--- src/rtl/branch_resolve_unit_pkg.sv ---
// Shared types for the branch resolve unit: in-flight prediction record,
// recovery FSM states and the delay-slot fall-through offset.
package branch_resolve_unit_pkg;

  localparam logic [31:0] DELAY_SLOT_OFS = 32'd8;

  typedef struct packed {
    logic [31:0] pc;
    logic        pred_taken;
    logic [31:0] pred_target;
  } pred_rec_t;

  typedef enum logic {
    RUN     = 1'b0,
    RECOVER = 1'b1
  } bru_state_e;

endpackage

--- src/rtl/bru_pred_fifo.sv ---
// In-flight prediction FIFO. Pointers carry an extra wrap bit so full and
// empty are distinguished without a separate occupancy counter.
module bru_pred_fifo
  import branch_resolve_unit_pkg::*;
#(
  parameter int DEPTH = 4
) (
  input  logic      clk,
  input  logic      reset,
  input  logic      push,
  input  logic      pop,
  input  logic      clear,
  input  pred_rec_t din,
  output logic      full,
  output logic      empty,
  output pred_rec_t head
);

  localparam int AW = $clog2(DEPTH);
  localparam logic [AW:0] PTR_ONE = {{AW{1'b0}}, 1'b1};

  pred_rec_t   mem_r [DEPTH];
  logic [AW:0] wr_ptr_r;
  logic [AW:0] rd_ptr_r;
  logic        do_push_s;
  logic        do_pop_s;

  assign empty = (wr_ptr_r == rd_ptr_r);
  assign full  = (wr_ptr_r[AW] != rd_ptr_r[AW]) &&
                 (wr_ptr_r[AW-1:0] == rd_ptr_r[AW-1:0]);
  assign head  = mem_r[rd_ptr_r[AW-1:0]];

  // A push while full is accepted only when the head leaves in the same cycle.
  assign do_pop_s  = pop & ~empty;
  assign do_push_s = push & (~full | pop);

  // Pointer update; clear dominates push and pop.
  always_ff @(posedge clk) begin
    if (reset || clear) begin
      wr_ptr_r <= '0;
      rd_ptr_r <= '0;
    end else begin
      if (do_push_s) begin
        wr_ptr_r <= wr_ptr_r + PTR_ONE;
      end
      if (do_pop_s) begin
        rd_ptr_r <= rd_ptr_r + PTR_ONE;
      end
    end
  end

  // Record storage.
  always_ff @(posedge clk) begin
    if (do_push_s && !clear) begin
      mem_r[wr_ptr_r[AW-1:0]] <= din;
    end
  end

endmodule

--- src/rtl/branch_resolve_unit.sv ---
// Checks ID-stage predictions against MEM-stage outcomes, trains the
// predictor and issues a fetch redirect plus wrong-path drain on mispredicts.
module branch_resolve_unit
  import branch_resolve_unit_pkg::*;
#(
  parameter int DEPTH       = 4,
  parameter int RECOVER_CYC = 2
) (
  input  logic        clk,
  input  logic        reset,
  input  logic        id_push,
  input  logic [31:0] id_pc,
  input  logic        id_bp_result,
  input  logic [31:0] id_bp_addr,
  input  logic        mem_resolve,
  input  logic [31:0] mem_pc,
  input  logic        mem_taken,
  input  logic [31:0] mem_target,
  output logic        bru_full,
  output logic        upd_valid,
  output logic [31:0] upd_pc,
  output logic        upd_taken,
  output logic        redirect_valid,
  output logic [31:0] redirect_pc,
  output logic [31:0] branch_cnt,
  output logic [31:0] mispred_cnt,
  output logic        err_sticky
);

  localparam int CW = $clog2(RECOVER_CYC + 1);
  localparam logic [CW-1:0] REC_LAST = CW'(RECOVER_CYC - 1);
  localparam logic [CW-1:0] CNT_ONE  = CW'(1);

  bru_state_e  state_r;
  logic [CW-1:0] rec_cnt_r;

  logic        fifo_full_s;
  logic        fifo_empty_s;
  pred_rec_t   head_s;
  pred_rec_t   push_rec_s;
  logic        use_head_s;
  logic        pred_taken_s;
  logic [31:0] pred_target_s;
  logic        mispred_s;
  logic        pc_err_s;
  logic        push_en_s;
  logic        drop_err_s;
  logic [31:0] correct_pc_s;

  bru_pred_fifo #(.DEPTH(DEPTH)) u_fifo (
    .clk   (clk),
    .reset (reset),
    .push  (push_en_s),
    .pop   (use_head_s),
    .clear (mispred_s),
    .din   (push_rec_s),
    .full  (fifo_full_s),
    .empty (fifo_empty_s),
    .head  (head_s)
  );

  assign bru_full = fifo_full_s;

  // Prediction compare; an absent head reads as predicted not-taken to 0.
  always_comb begin
    push_rec_s    = '{pc: id_pc, pred_taken: id_bp_result, pred_target: id_bp_addr};
    use_head_s    = mem_resolve & ~fifo_empty_s & (state_r == RUN);
    pred_taken_s  = 1'b0;
    pred_target_s = 32'd0;
    if (use_head_s) begin
      pred_taken_s  = head_s.pred_taken;
      pred_target_s = head_s.pred_target;
    end else begin
      pred_taken_s  = 1'b0;
      pred_target_s = 32'd0;
    end
    mispred_s    = mem_resolve & ((mem_taken != pred_taken_s) |
                   (mem_taken & pred_taken_s & (mem_target != pred_target_s)));
    pc_err_s     = use_head_s & (head_s.pc != mem_pc);
    push_en_s    = id_push & (state_r == RUN) & ~mispred_s;
    drop_err_s   = push_en_s & fifo_full_s & ~mem_resolve;
    correct_pc_s = mem_taken ? mem_target : (mem_pc + DELAY_SLOT_OFS);
  end

  // Registered training, redirect, counters and sticky error.
  always_ff @(posedge clk) begin
    if (reset) begin
      upd_valid      <= 1'b0;
      upd_pc         <= 32'd0;
      upd_taken      <= 1'b0;
      redirect_valid <= 1'b0;
      redirect_pc    <= 32'd0;
      branch_cnt     <= 32'd0;
      mispred_cnt    <= 32'd0;
      err_sticky     <= 1'b0;
    end else begin
      upd_valid      <= mem_resolve;
      redirect_valid <= mispred_s;
      if (mem_resolve) begin
        upd_pc     <= mem_pc;
        upd_taken  <= mem_taken;
        branch_cnt <= branch_cnt + 32'd1;
      end
      if (mispred_s) begin
        redirect_pc <= correct_pc_s;
        mispred_cnt <= mispred_cnt + 32'd1;
      end
      if (pc_err_s || drop_err_s) begin
        err_sticky <= 1'b1;
      end
    end
  end

  // Recovery FSM: a mispredict (re)starts the wrong-path drain window.
  always_ff @(posedge clk) begin
    if (reset) begin
      state_r   <= RUN;
      rec_cnt_r <= '0;
    end else begin
      case (state_r)
        RUN: begin
          if (mispred_s) begin
            state_r   <= RECOVER;
            rec_cnt_r <= '0;
          end
        end
        RECOVER: begin
          if (mispred_s) begin
            rec_cnt_r <= '0;
          end else if (rec_cnt_r == REC_LAST) begin
            state_r   <= RUN;
            rec_cnt_r <= '0;
          end else begin
            rec_cnt_r <= rec_cnt_r + CNT_ONE;
          end
        end
        default: begin
          state_r   <= RUN;
          rec_cnt_r <= '0;
        end
      endcase
    end
  end

endmodule

--- config.mk ---
export PLATFORM = sky130hd
export DESIGN_NAME = branch_resolve_unit
export DESIGN_NICKNAME = d
export VERILOG_FILES = /design/src/rtl/branch_resolve_unit_pkg.sv /design/src/rtl/bru_pred_fifo.sv /design/src/rtl/branch_resolve_unit.sv
export SDC_FILE = /design/constraint.sdc
export NUM_CORES = 1
export LEC_CHECK = 0
export CAP_MARGIN = 20
export CORE_MARGIN = 2
export CORE_UTILIZATION = 35
export CTS_CLUSTER_DIAMETER = 100
export CTS_CLUSTER_SIZE = 10
export DETAILED_ROUTE_END_ITERATION = 6
export PLACE_DENSITY = 0.6
export REMOVE_ABC_BUFFERS = 1
export SETUP_SLACK_MARGIN = 0.05
export SLEW_MARGIN = 15
export SYNTH_ARGS = -nofsm -noshare
export SYNTH_HDL_FRONTEND = slang
export SYNTH_HIERARCHICAL = 1
export SYNTH_SLANG_ARGS = --single-unit
export TNS_END_PERCENT = 30
--- constraint.sdc ---
create_clock -name clk -period 17.37 [get_ports clk]
set_input_delay 3.474 -clock clk [delete_from_list [all_inputs] [get_ports clk]]
set_output_delay 3.474 -clock clk [all_outputs]
set_load 0.01 [all_outputs]
### Word level (Yosys, flattened, before mapping)

Memory sizes are Yosys's and may differ from the RTL's. A register that Yosys moved wholly into a read port is not among the register bits.
Cells that the tools add are included.
Widths: inputs -> output; s select.

| word-level totals | value |
|---|---|
| register bits after elaboration | 141 |
| bits in writable memories | 260 |
| input bits | 134 |
| logic and storage cells | 66 |
| memories | 1 |

Memory list:

| memory | depth | bits a word | read ports | clocked after memory_dff | wr ports | RTL line | source |
|---|---|---|---|---|---|---|---|
| u_fifo.mem_r | 4 | 65 | 1 | 1 | 1 | bru_pred_fifo.sv:22 | `pred_rec_t mem_r [DEPTH];` |

| cells by class | value |
|---|---|
| add/subtract/negate cells | 6 |
| eq/ne operators | 8 |
| multiplexer cells | 15 |
| bitwise operators | 19 |
| reductions and logical operators | 5 |

Operators with widths:

| operator | count |
|---|---|
| $add 32x1->32 const B | 2 |
| $mux 32 | 2 |
| $ne 32x32->1 | 2 |
| $add 32x4->32 const B | 1 |
| $and 1x1->1 | 12 |
| $mux 2 | 5 |
| $add 3x1->3 const B | 2 |
| $mux 1 | 6 |
| $not 1->1 | 5 |
| $pmux 2 s2 | 1 |
| $eq 3x3->1 | 1 |
| $add 2x1->2 const B | 1 |
| $eq 2x1->1 const B | 1 |
| $eq 2x2->1 | 1 |
| $logic_and 1x1->1 | 2 |
| $logic_or 1x1->1 | 2 |
| $ne 1x1->1 | 2 |
| $ne 2x1->1 const B | 1 |
| $or 1x1->1 | 2 |
| $pmux 1 s2 | 1 |
| $logic_not 1->1 | 1 |

### Depth between registers and ports, before layout

Gate-level depths: netlist of the first run.

| depth | value |
|---|---|
| depth after elaboration | 15 |
| mapped depth | 19 |
| mapped depth without buffers | 15 |

### By module

Netlist of the first run, hierarchy kept.

By module, submodules not included:

| module | instances | cells each | area an instance (µm²) | seq. area each (µm²) |
|---|---|---|---|---|
| bru_pred_fifo | 1 | 399 | 9857.0 | 7967.6 |
| branch_resolve_unit | 1 | 898 | 7383.3 | 2702.6 |

### Worst setup path before layout of the first run

No wires, ideal clock.

| timing path | value |
|---|---|
| path kind | input -> register |
| from | input mem_resolve |
| to | memory u_fifo/mem_r[0][0] in the netlist's numbering, enable pin |
| library setup time | 0.568 ns |
| data arrival time | 10.198 ns |
| setup slack | 6.603 ns |
| cell stages on the path | 14 |
| path buffers | 5 |
| path through | buf_4 > or3b_1 > buf_2 > buf_2 > o32ai_1 > nand4_1 > o41ai_4 > and2_1 > buf_4 > inv_2 > buf_6 > nor3b_2 > inv_1 > nor3_1 |

| on the way | value |
|---|---|
| cells in the longest elaborated chain, start to end | 13 |

RTL lines:

| item | RTL line | source |
|---|---|---|
| start: declaration | branch_resolve_unit.sv:15 | `input logic mem_resolve,` |
| $and 1x1->1 (2 in series) | branch_resolve_unit.sv:67 | `use_head_s = mem_resolve & ~fifo_empty_s & (state_r == RUN);` |
| $mux 32 / $mux 1 (equally long branches) | branch_resolve_unit.sv:70 | `if (use_head_s) begin` |
| $ne 32x32->1 / $and 1x1->1 (equally long branches) | branch_resolve_unit.sv:78 | `(mem_taken & pred_taken_s & (mem_target != pred_target_s)));` |
| $and 1x1->1 | branch_resolve_unit.sv:78 |  |
| $or 1x1->1 | branch_resolve_unit.sv:77 | `mispred_s = mem_resolve & ((mem_taken != pred_taken_s) \|` |
| $and 1x1->1 * | branch_resolve_unit.sv:77 |  |
| net mispred_s | branch_resolve_unit.sv:44 | `logic mispred_s;` |
| $not 1->1 * | branch_resolve_unit.sv:80 | `push_en_s = id_push & (state_r == RUN) & ~mispred_s;` |
| $and 1x1->1 * | branch_resolve_unit.sv:80 |  |
| net push_en_s | branch_resolve_unit.sv:46 | `logic push_en_s;` |
| $and 1x1->1 * | bru_pred_fifo.sv:35 | `assign do_push_s = push & (~full \| pop);` |
| $logic_and 1x1->1 * | bru_pred_fifo.sv:54 | `if (do_push_s && !clear) begin` |
| $mux 1 * | bru_pred_fifo.sv:54 |  |
| $mux 1 (not written as such) * | bru_pred_fifo.sv:55 | `mem_r[wr_ptr_r[AW-1:0]] <= din;` |
| end: declaration | bru_pred_fifo.sv:22 |  |

Mark *: on every way through the listed nets, which the timed path passes. The rest lies on a longest branch.

### Final worst setup path of the first run

| timing path | value |
|---|---|
| from | input mem_resolve |
| to | memory u_fifo/mem_r[2][61] in the netlist's numbering, enable pin |

| on the way | value |
|---|---|
| cells in the longest elaborated chain, start to end | 13 |

RTL lines:

| item | RTL line |
|---|---|
| $and 1x1->1 (2 in series) | branch_resolve_unit.sv:67 |
| $mux 32 / $mux 1 (equally long branches) | branch_resolve_unit.sv:70 |
| $ne 32x32->1 / $and 1x1->1 (equally long branches) | branch_resolve_unit.sv:78 |
| $and 1x1->1 | branch_resolve_unit.sv:78 |
| $or 1x1->1 | branch_resolve_unit.sv:77 |
| $and 1x1->1 * | branch_resolve_unit.sv:77 |
| $not 1->1 * | branch_resolve_unit.sv:80 |
| $and 1x1->1 * | branch_resolve_unit.sv:80 |
| net push_en_s | branch_resolve_unit.sv:46 |
| $and 1x1->1 * | bru_pred_fifo.sv:35 |
| $logic_and 1x1->1 * | bru_pred_fifo.sv:54 |
| $mux 1 * | bru_pred_fifo.sv:54 |
| $mux 1 (not written as such) * | bru_pred_fifo.sv:55 |

Marked as above.

==> impl_metrics.tcl, run 1 <==
set metrics [dict create \
    slew_headroom 0.2980 \
    clock_latency_ns 0.58 \
    hold_path_class "reg -> reg" \
    drive_gt1_frac 0.1028 \
    grt_pass1_wl_um 68030 \
    dieArea_sq_um 51050 \
    synth_cell_types 55 \
    post-route-period-util 0.4488 \
    area_growth_pct 27.09 \
    mappedNetlistArea_sq_um 17240 \
    cts.repair.resized 0 \
    cts_htree_levels 2 \
    synth-edff-count 260 \
    fillers 4438 \
    place_congestion 0.8016 \
    grt_setup_unrepaired "false" \
    synth_seq_cells 403 \
    dp_hpwl_um 31270 \
    utilization 0.4495 \
    cp_max_fo 65 \
    tns_ns 0 \
    dieHeight_um 225.9 \
    reg2reg_depth 14 \
    num_io_pins 267 \
    fin_crit_ns 7.796 \
    cts.hold.buffers_added 0 \
    ant_nets 0 \
    cts_buffers 46 \
    cts_setup_buffers 0 \
    vias_per_cell 5.027 \
    antenna_found_initial 7 \
    cp.arrival_ns 7.98 \
    yosys_warnings 6 \
    synth-main-ff-cell "edfxtp_1" \
    grt_max_degree 74 \
    cts_sinks 403 \
    sequentialPowerShare 0.499 \
    tritoncts "done" \
    setup_violations 0 \
    grt_use_total 0.1785 \
    hold_depth 2 \
    p_sw_uw 484.4 \
    fmax_ghz 0.1283 \
    swShare 0.2277 \
    p_int_uw 1642 \
    synth-seq-area-share 0.6189 \
    fp-row-count 81 \
    comb_power_share 0.087 \
    clk_pin_slew_ns 0.06 \
    worstMarginPinSlew_ns 1.053 \
    vias 11371 \
    cts_buffer_depth 3 \
    max_cap_viol_count 0 \
    worstPathRequired_ns 17.55 \
    dr.pass1.iters 4 \
    p_clk_frac 0.415 \
    outcome "finished, final reports clean" \
    p_leak_uw 0.007121 \
    cp-end-kind "register" \
    r2r_setup_slack_ns 11.22 \
    instances_no_fill 2262 \
    start_kind "input port" \
    async_reset_ff_frac 0 \
    powerDensity_nw_per_um2 97.07 \
    core_sq_um 48750 \
    wl_per_cell_um 20.21 \
    fin_skew_ns 0.01612 \
    drc 0 \
    die_x_um 225.9 \
    netlist_instances 1297 \
    start_util 0.3537 \
    slew_violations 0 \
    drtIter0Drc 740 \
    grt_overflow 0 \
    grt_pass1_vias 11160 \
    routed_wl_um 45710 \
    port_buffers 266 \
    crit_type "in -> reg" \
    cts-root-buf "clkbuf_16" \
    fin_nets 1705 \
    ir_worst_vdd_v 0.00006121 \
    avgSynthCellArea_sq_um 13.29 \
    hold_viol 0 \
    dp.cells 2177 \
]
[per-stage QoR]
stage,area (sq um),hold slack (ns),setup slack [ns],power (uW)
floorplan,16910,0.4251,5.130,1158
global placement,20530,0.4328,8.801,1263
detailed placement,20530,0.4466,8.587,1266
CTS,21880,0.4575,9.185,2153
global route,21910,0.4771,9.195,2203
finish,21910,0.4522,9.574,2127
[metal layers]
metal | global-route usage | share of wire | vias to the layer above
li1 | - | - | 5353
met1 | 0.2368 | 0.44 | 5555
met2 | 0.2765 | 0.45 | 363
met3 | 0.05764 | 0.080 | 90
met4 | 0.05811 | 0.029 | 10
met5 | 0 | 0.0014 | -
[worst paths after layout]
kind | start | end
max | mem_resolve | u_fifo/mem_r[2][61]
min | rec_cnt_r[1] | rec_cnt_r[1]
max reg2reg | register | u_fifo/mem_r[2][61]
min reg2reg | rec_cnt_r[1] | rec_cnt_r[1]
[critical path, stage by stage]
cell     delay (ns)
buf_2          0.07
buf_4          0.39
or3b_1         0.60
buf_16         0.25
o32ai_1        0.12
nand4_1        0.24
o41ai_4        0.33
buf_4          0.33
and2_1         0.21
inv_2          0.37
nor3b_2        0.36
inv_1          0.14
nor3_2         0.18
buf_4          0.82
[cells in the mapped netlist (10+ instances only)]
cell      number  area, sq um
edfxtp_1     260         7807
dfxtp_1      143         2863
nor2_1       137        514.2
nand2_1      130        488.0
xor2_1        75        656.9
mux4_2        65         1464
xnor2_1       52        455.4
mux2i_1       45        450.4
a21oi_1       44        220.2
o21ai_0       36        180.2
clkbuf_1      34        127.6
nand3_1       30        150.1
inv_1         27        101.4
nand4_1       21        131.4
a31oi_1       17        106.4
nor4bb_1      17        170.2
and3_1        16        100.1
o32ai_1       16        140.1
buf_2         10        50.05
[placed cells by master (no fill, tap or decap), drive strengths merged, types with 16 or more instances in the layout]
| master | n |
|---|---|
| a21oi | 44 |
| and3 | 16 |
| nor4bb | 17 |
| a2111oi | 17 |
| nand3 | 30 |
| xnor2 | 52 |
| inv | 29 |
| mux4 | 65 |
| clkdlybuf4s50 | 263 |
| dfxtp | 143 |
| buf | 19 |
| mux2i | 45 |
| o21ai | 37 |
| nand4 | 21 |
| a31oi | 17 |
| xor2 | 75 |
| clkbuf | 79 |
| edfxtp | 260 |
| o32ai | 16 |
| nor2 | 137 |
| nand2 | 130 |
[flip-flops by register name (all words and copies together), names as in the netlist, named ones only]
signal,flops
u_fifo/rd_ptr_r,3
upd_pc,32
upd_taken,1
redirect_valid,1
upd_valid,1
rec_cnt_r,2
err_sticky,1
branch_cnt,32
u_fifo/mem_r,260
mispred_cnt,32
redirect_pc,32
state_r,1
u_fifo/wr_ptr_r,3
[power by group through the flow]
stage	clock network, uW	registers, uW	logic, uW
after floorplan	0	1090	72.5
after detailed placement	0	1080	185
after CTS	906	1060	186
after global routing	941	1060	199
final	882	1060	184
after global placement	0	1080	183
[cell type report]
type | count | area (sq um) | share of cell area
flip-flops and latches | 403 | 10680 | 0.4872
multi-input cells | 801 | 6160 | 0.2811
repair buffers | 282 | 2790 | 0.1273
clock buffers | 79 | 1306 | 0.05962
well taps | 664 | 830.8 | 0.03792
inverters | 28 | 105.1 | 0.004797
clock inverters | 3 | 38.79 | 0.001770
diodes | 2 | 5.005 | 0.0002284
[logic make-up (layout without fill, tap and decap cells)]
logic type	after synthesis	after routing	synth area share
adders and majority gates	9	9	0.006532
and+or+nand+nor	402	402	0.1110
muxes	112	112	0.1123
other	0	2	0
xor gates and xnor gates	127	127	0.06452
AOI/OAI and AO/OA	151	151	0.06162
DFF	403	403	0.6189
buffers and inverters	93	392	0.02511
Power figures use the tool's default switching activity.
==> run 2: changes to the inputs <==
clock period = 7.98 ns   (was 17.37 ns; I/O delays follow)
==> run 2 against run 1 <==
Clock power rose by 120%. Total power up 120%. Global-route usage grew 0.59 points. Die area is the same. Final cell count down 0.18%. Final area about the same. Register-to-register slack worse by 8.6 ns. Critical path type is now reg -> reg. Largest cell class unchanged. Highest routed layer unchanged.
==> impl_metrics.tcl, run 2 (synthesis results as in run 1) <==
set metrics [dict create \
    core_sq_um 48750 \
    grt_pass1_vias 11338 \
    dieHeight_um 225.9 \
    post-route-period-util 0.6759 \
    die_x_um 225.9 \
    power.total_uw 4663 \
    sequentialPowerShare 0.496 \
    fmax_ghz 0.1854 \
    dieArea_sq_um 51050 \
    use_met1 0.2506 \
    worstHoldStart "rec_cnt_r[1]" \
    grt_setup_unrepaired "false" \
    drtIter0Drc 912 \
    cts.repair.resized 0 \
    grt_use_total 0.1844 \
    p_leak_uw 0.007114 \
    n_antenna_cell 0 \
    start_kind "register" \
    dp_hpwl_um 32280 \
    ir_worst_vdd_v 0.0001551 \
    cp-end-kind "register" \
    fin_nets 1704 \
    cts_buffer_depth 3 \
    met3_usage 0.04697 \
    antenna_found_initial 5 \
    cp.arrival_ns 5.60 \
    p_clk_frac 0.417 \
    swShare 0.2342 \
    timing.hold.ws_ns 0.4400 \
    slew_headroom 0.2769 \
    max_cap_viol_count 0 \
    met2_usage 0.2922 \
    slew_violations 0 \
    grt_max_degree 97 \
    hold_viol 0 \
    worstMarginPinSlew_ns 1.085 \
    crit_start "u_fifo/rd_ptr_r[0]" \
    port_buffers 266 \
    wl_per_cell_um 21.03 \
    p_sw_uw 1092 \
    cts_htree_levels 2 \
    dr.pass1.iters 6 \
    busiest_layer "met2" \
    place_congestion 0.8016 \
    grt_overflow 0 \
    outcome "finished, final reports clean" \
    cts_sinks 403 \
    powerDensity_nw_per_um2 212.9 \
    dp.cells 2177 \
    instances_no_fill 2258 \
    cts-root-buf "clkbuf_16" \
    final_area_sq_um 21900 \
    tritoncts "done" \
    clock_latency_ns 0.60 \
    largest_register_ffs 260 \
    final_common_cell "clkdlybuf4s50_1" \
    cts_buffers 46 \
    num_io_pins 267 \
    crit_type "reg -> reg" \
    start_util 0.3537 \
    drive_gt1_frac 0.1029 \
    reg2reg_from "u_fifo/rd_ptr_r[0]" \
    fin_crit_ns 5.394 \
    ant_nets 0 \
    routed_wl_um 47490 \
    fin_skew_ns 0.03863 \
    setup_violations 0 \
    cts_setup_buffers 0 \
    fp-row-count 81 \
    final_cell_mix "clkdlybuf4s50_1, edfxtp_1, dfxtp_1" \
    grt_pass1_wl_um 70240 \
    vias_per_cell 5.152 \
    comb_power_share 0.087 \
    area_growth_pct 27.05 \
    cp_max_fo 65 \
    worstPathRequired_ns 8.18 \
    post_dp_cell_area_sq_um 20530 \
    vias 11633 \
    clk_pin_slew_ns 0.06 \
    drc 0 \
    cts.hold.buffers_added 0 \
    p_int_uw 3571 \
    hold_path_class "reg -> reg" \
]
-- run 2: cell types whose count changed in the layout (fill, tap and decap cells not counted) --
cell       previous run  this run
diode_2               2         0
clkinv_16             0         2
clkinv_2              0         1
clkinv_8              2         1
or3b_1                1         0
clkbuf_8              1         0
clkbuf_1             31        30
buf_16                1         0
or3b_2                0         1
inv_4                 1         0
-- run 2: final cells by class --
cell class,count,area (sq um)
Fill cell,4353,26840
Clock buffer,77,1289
Sequential cell,403,10680
Clock inverter,4,81.33
Multi-Input combinational cell,801,6160
Tap cell,664,830.8
Timing Repair Buffer,281,2763
Inverter,28,105.1
-- run 2: worst paths after layout --
kind | to | slack, ns | cells after the start
setup reg to reg | u_fifo/mem_r[1][29] | 2.59 | 15
hold reg to reg | rec_cnt_r[1] | 0.44 | 2
hold / removal | rec_cnt_r[1] | 0.44 | 2
setup / recovery | u_fifo/mem_r[1][29] | 2.59 | 15
-- run 2: critical path, cell delays in order (launching register included) --
cell and delay [ns]:
dfxtp_1 0.35, xnor2_1 0.54, nand3_1 0.24, inv_1 0.18
or3b_2 0.62, nor2_1 0.12, o32ai_1 0.28, nand4_1 0.24
o41ai_4 0.38, buf_4 0.34, and2_1 0.22, inv_2 0.06
nor3b_2 0.20, inv_1 0.14, nor3_2 0.21, buf_4 0.84
-- run 2: power groups by stage --
stage	clock [uW]	combinational [uW]	sequential, uW
floorplan	0	158	2360
global placement	0	401	2350
detailed placement	0	407	2350
CTS	2000	410	2310
global route	2070	437	2320
finish	1950	406	2310
-- run 2: per-stage QoR --
step                      utilization  setup TNS (ns)  setup slack (ns)
after floorplan                     -         -846.08            -3.719
after global placement         0.4212               0             1.918
after detailed placement       0.4212               0             1.772
after CTS                      0.4493               0             2.289
after global routing           0.4493               0             2.291
final                          0.4493               0             2.586
-- run 2: metal layers --
metal | up-vias | wire length (um) | share of wire
met5 | - | 51 | 0.0011
met4 | 8 | 969 | 0.020
met3 | 76 | 3938 | 0.083
met2 | 434 | 21870 | 0.46
met1 | 5763 | 20660 | 0.43
li1 | 5352 | - | -
==> run 3: changes to the inputs <==
PLACE_DENSITY = 0.62   (was 0.6)
clock period = 4.8 ns   (was 7.98 ns; I/O delays follow)
==> run 3 against run 2 <==
Total power rose by 66%. Sequential share of layout area is 0.71 points lower. Worst hold slack better by 0.017 ns. Sequential cell count unchanged. Sequential power rose by 66%. Via count decreased by 0.34%. Count of clock-buffer cells in the layout rose by 1. Setup slack got worse by 2.1 ns. Combinational power is 71% higher.
==> impl_metrics.tcl, run 3 (synthesis results as in run 1) <==
set metrics [dict create \
    ir_worst_vdd_v 0.0002849 \
    crit_slowest_cell "or4b_1" \
    crit_chain "xnor2_1 -> nand3_1 -> inv_1 -> or3b_1 -> buf_12 -> nor2_1 -> o32ai_1 -> nand4_1 -> o41ai_4 -> and2_1 -> inv_2 -> buf_4 -> or4b_1 -> a311o_1 -> o211ai_2" \
    hold_path_class "reg -> reg" \
    vias 11593 \
    fin_crit_ns 4.303 \
    cts_setup_buffers 0 \
    vias_per_cell 5.074 \
    cts.repair.resized 0 \
    post-route-period-util 0.8964 \
    critPathBufInv 4 \
    fin_nets 1728 \
    cp_max_fo 47 \
    cts_buffer_depth 3 \
    start_util 0.3537 \
    p_leak_uw 0.007272 \
    grt_use_total 0.1842 \
    ant_nets 0 \
    cts_buffers 46 \
    cts_sinks 403 \
    tritoncts "done" \
    drc 0 \
    grt_max_degree 62 \
    r2r_setup_slack_ns 0.50 \
    final_cell_mix "clkdlybuf4s50_1, edfxtp_1, dfxtp_1" \
    port_buffers 266 \
    fin_skew_ns 0.03380 \
    dp_hpwl_um 32930 \
    crit_type "reg -> reg" \
    cp.arrival_ns 4.79 \
    start_kind "register" \
    worstMarginPinSlew_ns 0.8889 \
    antenna_found_initial 7 \
    grt_pass1_vias 11370 \
    power.total_uw 7763 \
    dieArea_sq_um 51050 \
    drtIter0Drc 717 \
    worstPathRequired_ns 5.29 \
    timing.hold.ws_ns 0.4571 \
    routed_wl_um 47320 \
    grt_setup_unrepaired "false" \
    drive_gt1_frac 0.1156 \
    place_congestion 0.7557 \
    area_growth_pct 28.93 \
    dr.pass1.iters 5 \
    slew_headroom 0.4063 \
    grt_overflow 0 \
    core_sq_um 48750 \
    cts_htree_levels 2 \
    hold_viol 0 \
    slew_violations 0 \
    setup_violations 0 \
    cts-root-buf "clkbuf_16" \
    slowest_delay_ns 0.56 \
    outcome "finished, final reports clean" \
    max_cap_viol_count 0 \
    fp-row-count 81 \
    clk_pin_slew_ns 0.06 \
    powerDensity_nw_per_um2 349.3 \
    path_delay_family "simple AND/OR/NAND/NOR gates" \
    final_common_cell "clkdlybuf4s50_1" \
    clock_latency_ns 0.59 \
    wl_per_cell_um 20.71 \
    cp-end-kind "register" \
    largest_register_ffs 260 \
    fmax_ghz 0.2324 \
    cts.hold.buffers_added 0 \
    num_io_pins 267 \
    grt_pass1_wl_um 70300 \
    die_x_um 225.9 \
    dieHeight_um 225.9 \
]
## run 3: changes by cell type in the layout (fill, tap and decap cells not counted)
cell,before,now
buf_4,16,29
buf_12,0,11
diode_2,0,3
clkbuf_16,47,48
clkinv_16,2,1
clkinv_8,1,0
inv_16,0,1
or3b_1,0,1
or3b_2,1,0
## run 3: layout make-up
cell class,instances,area [sq um]
antenna,3,7.507
clock buffer,78,1314
clock inverter,3,55.05
fill,4347,26520
inverter,28,105.1
multi-input combinational,801,6160
sequential,403,10680
tap,664,830.8
timing repair buffer,305,3080
## run 3: worst reg2reg max path: cells and delay by family (launching register included)
kind	cells	cell delay, ns
AOI/OAI and AO/OA	4	1.17
xor gates and xnor gates	1	0.48
buffers and inverters	4	0.66
DFF	1	0.36
and+or+nand+nor	6	1.53
## run 3: path summary, 6_finish.rpt
path | from | end | cells after the start
setup reg to reg | u_fifo/wr_ptr_r[1] | u_fifo/rd_ptr_r[2] | 15
setup / recovery | u_fifo/wr_ptr_r[1] | u_fifo/rd_ptr_r[2] | 15
hold reg to reg | redirect_pc[6] | redirect_pc[6] | 2
hold / removal | redirect_pc[6] | redirect_pc[6] | 2
## run 3: metrics by stage
stage	cells	utilization	TNS [ns]	worst slack (ns)	cell area (sq um)
after floorplan	1232	-	-1787.00	-6.899	16910
after global placement	2201	0.4277	0	0.4347	20850
after detailed placement	2201	0.4277	0	0.4057	20850
after CTS	2282	0.4558	0	0.4679	22220
after global routing	2282	0.4558	0	0.1899	22220
final	2285	0.4560	0	0.4973	22230
## run 3: report_power, final
part / switching [uW] / internal, uW
Combinational: 369 / 325
Sequential: 44.1 / 3790
Clock: 1370 / 1860
Total: 1780 / 5980
## run 3: metal layers
metal	vias to the layer above	wire length (um)	part of all wire	global-route usage
met5	-	50	0.0011	0
met4	8	929	0.020	0.04337
met3	75	3825	0.081	0.05282
met2	407	21670	0.46	0.2930
met1	5701	20840	0.44	0.2488
li1	5402	-	-	-
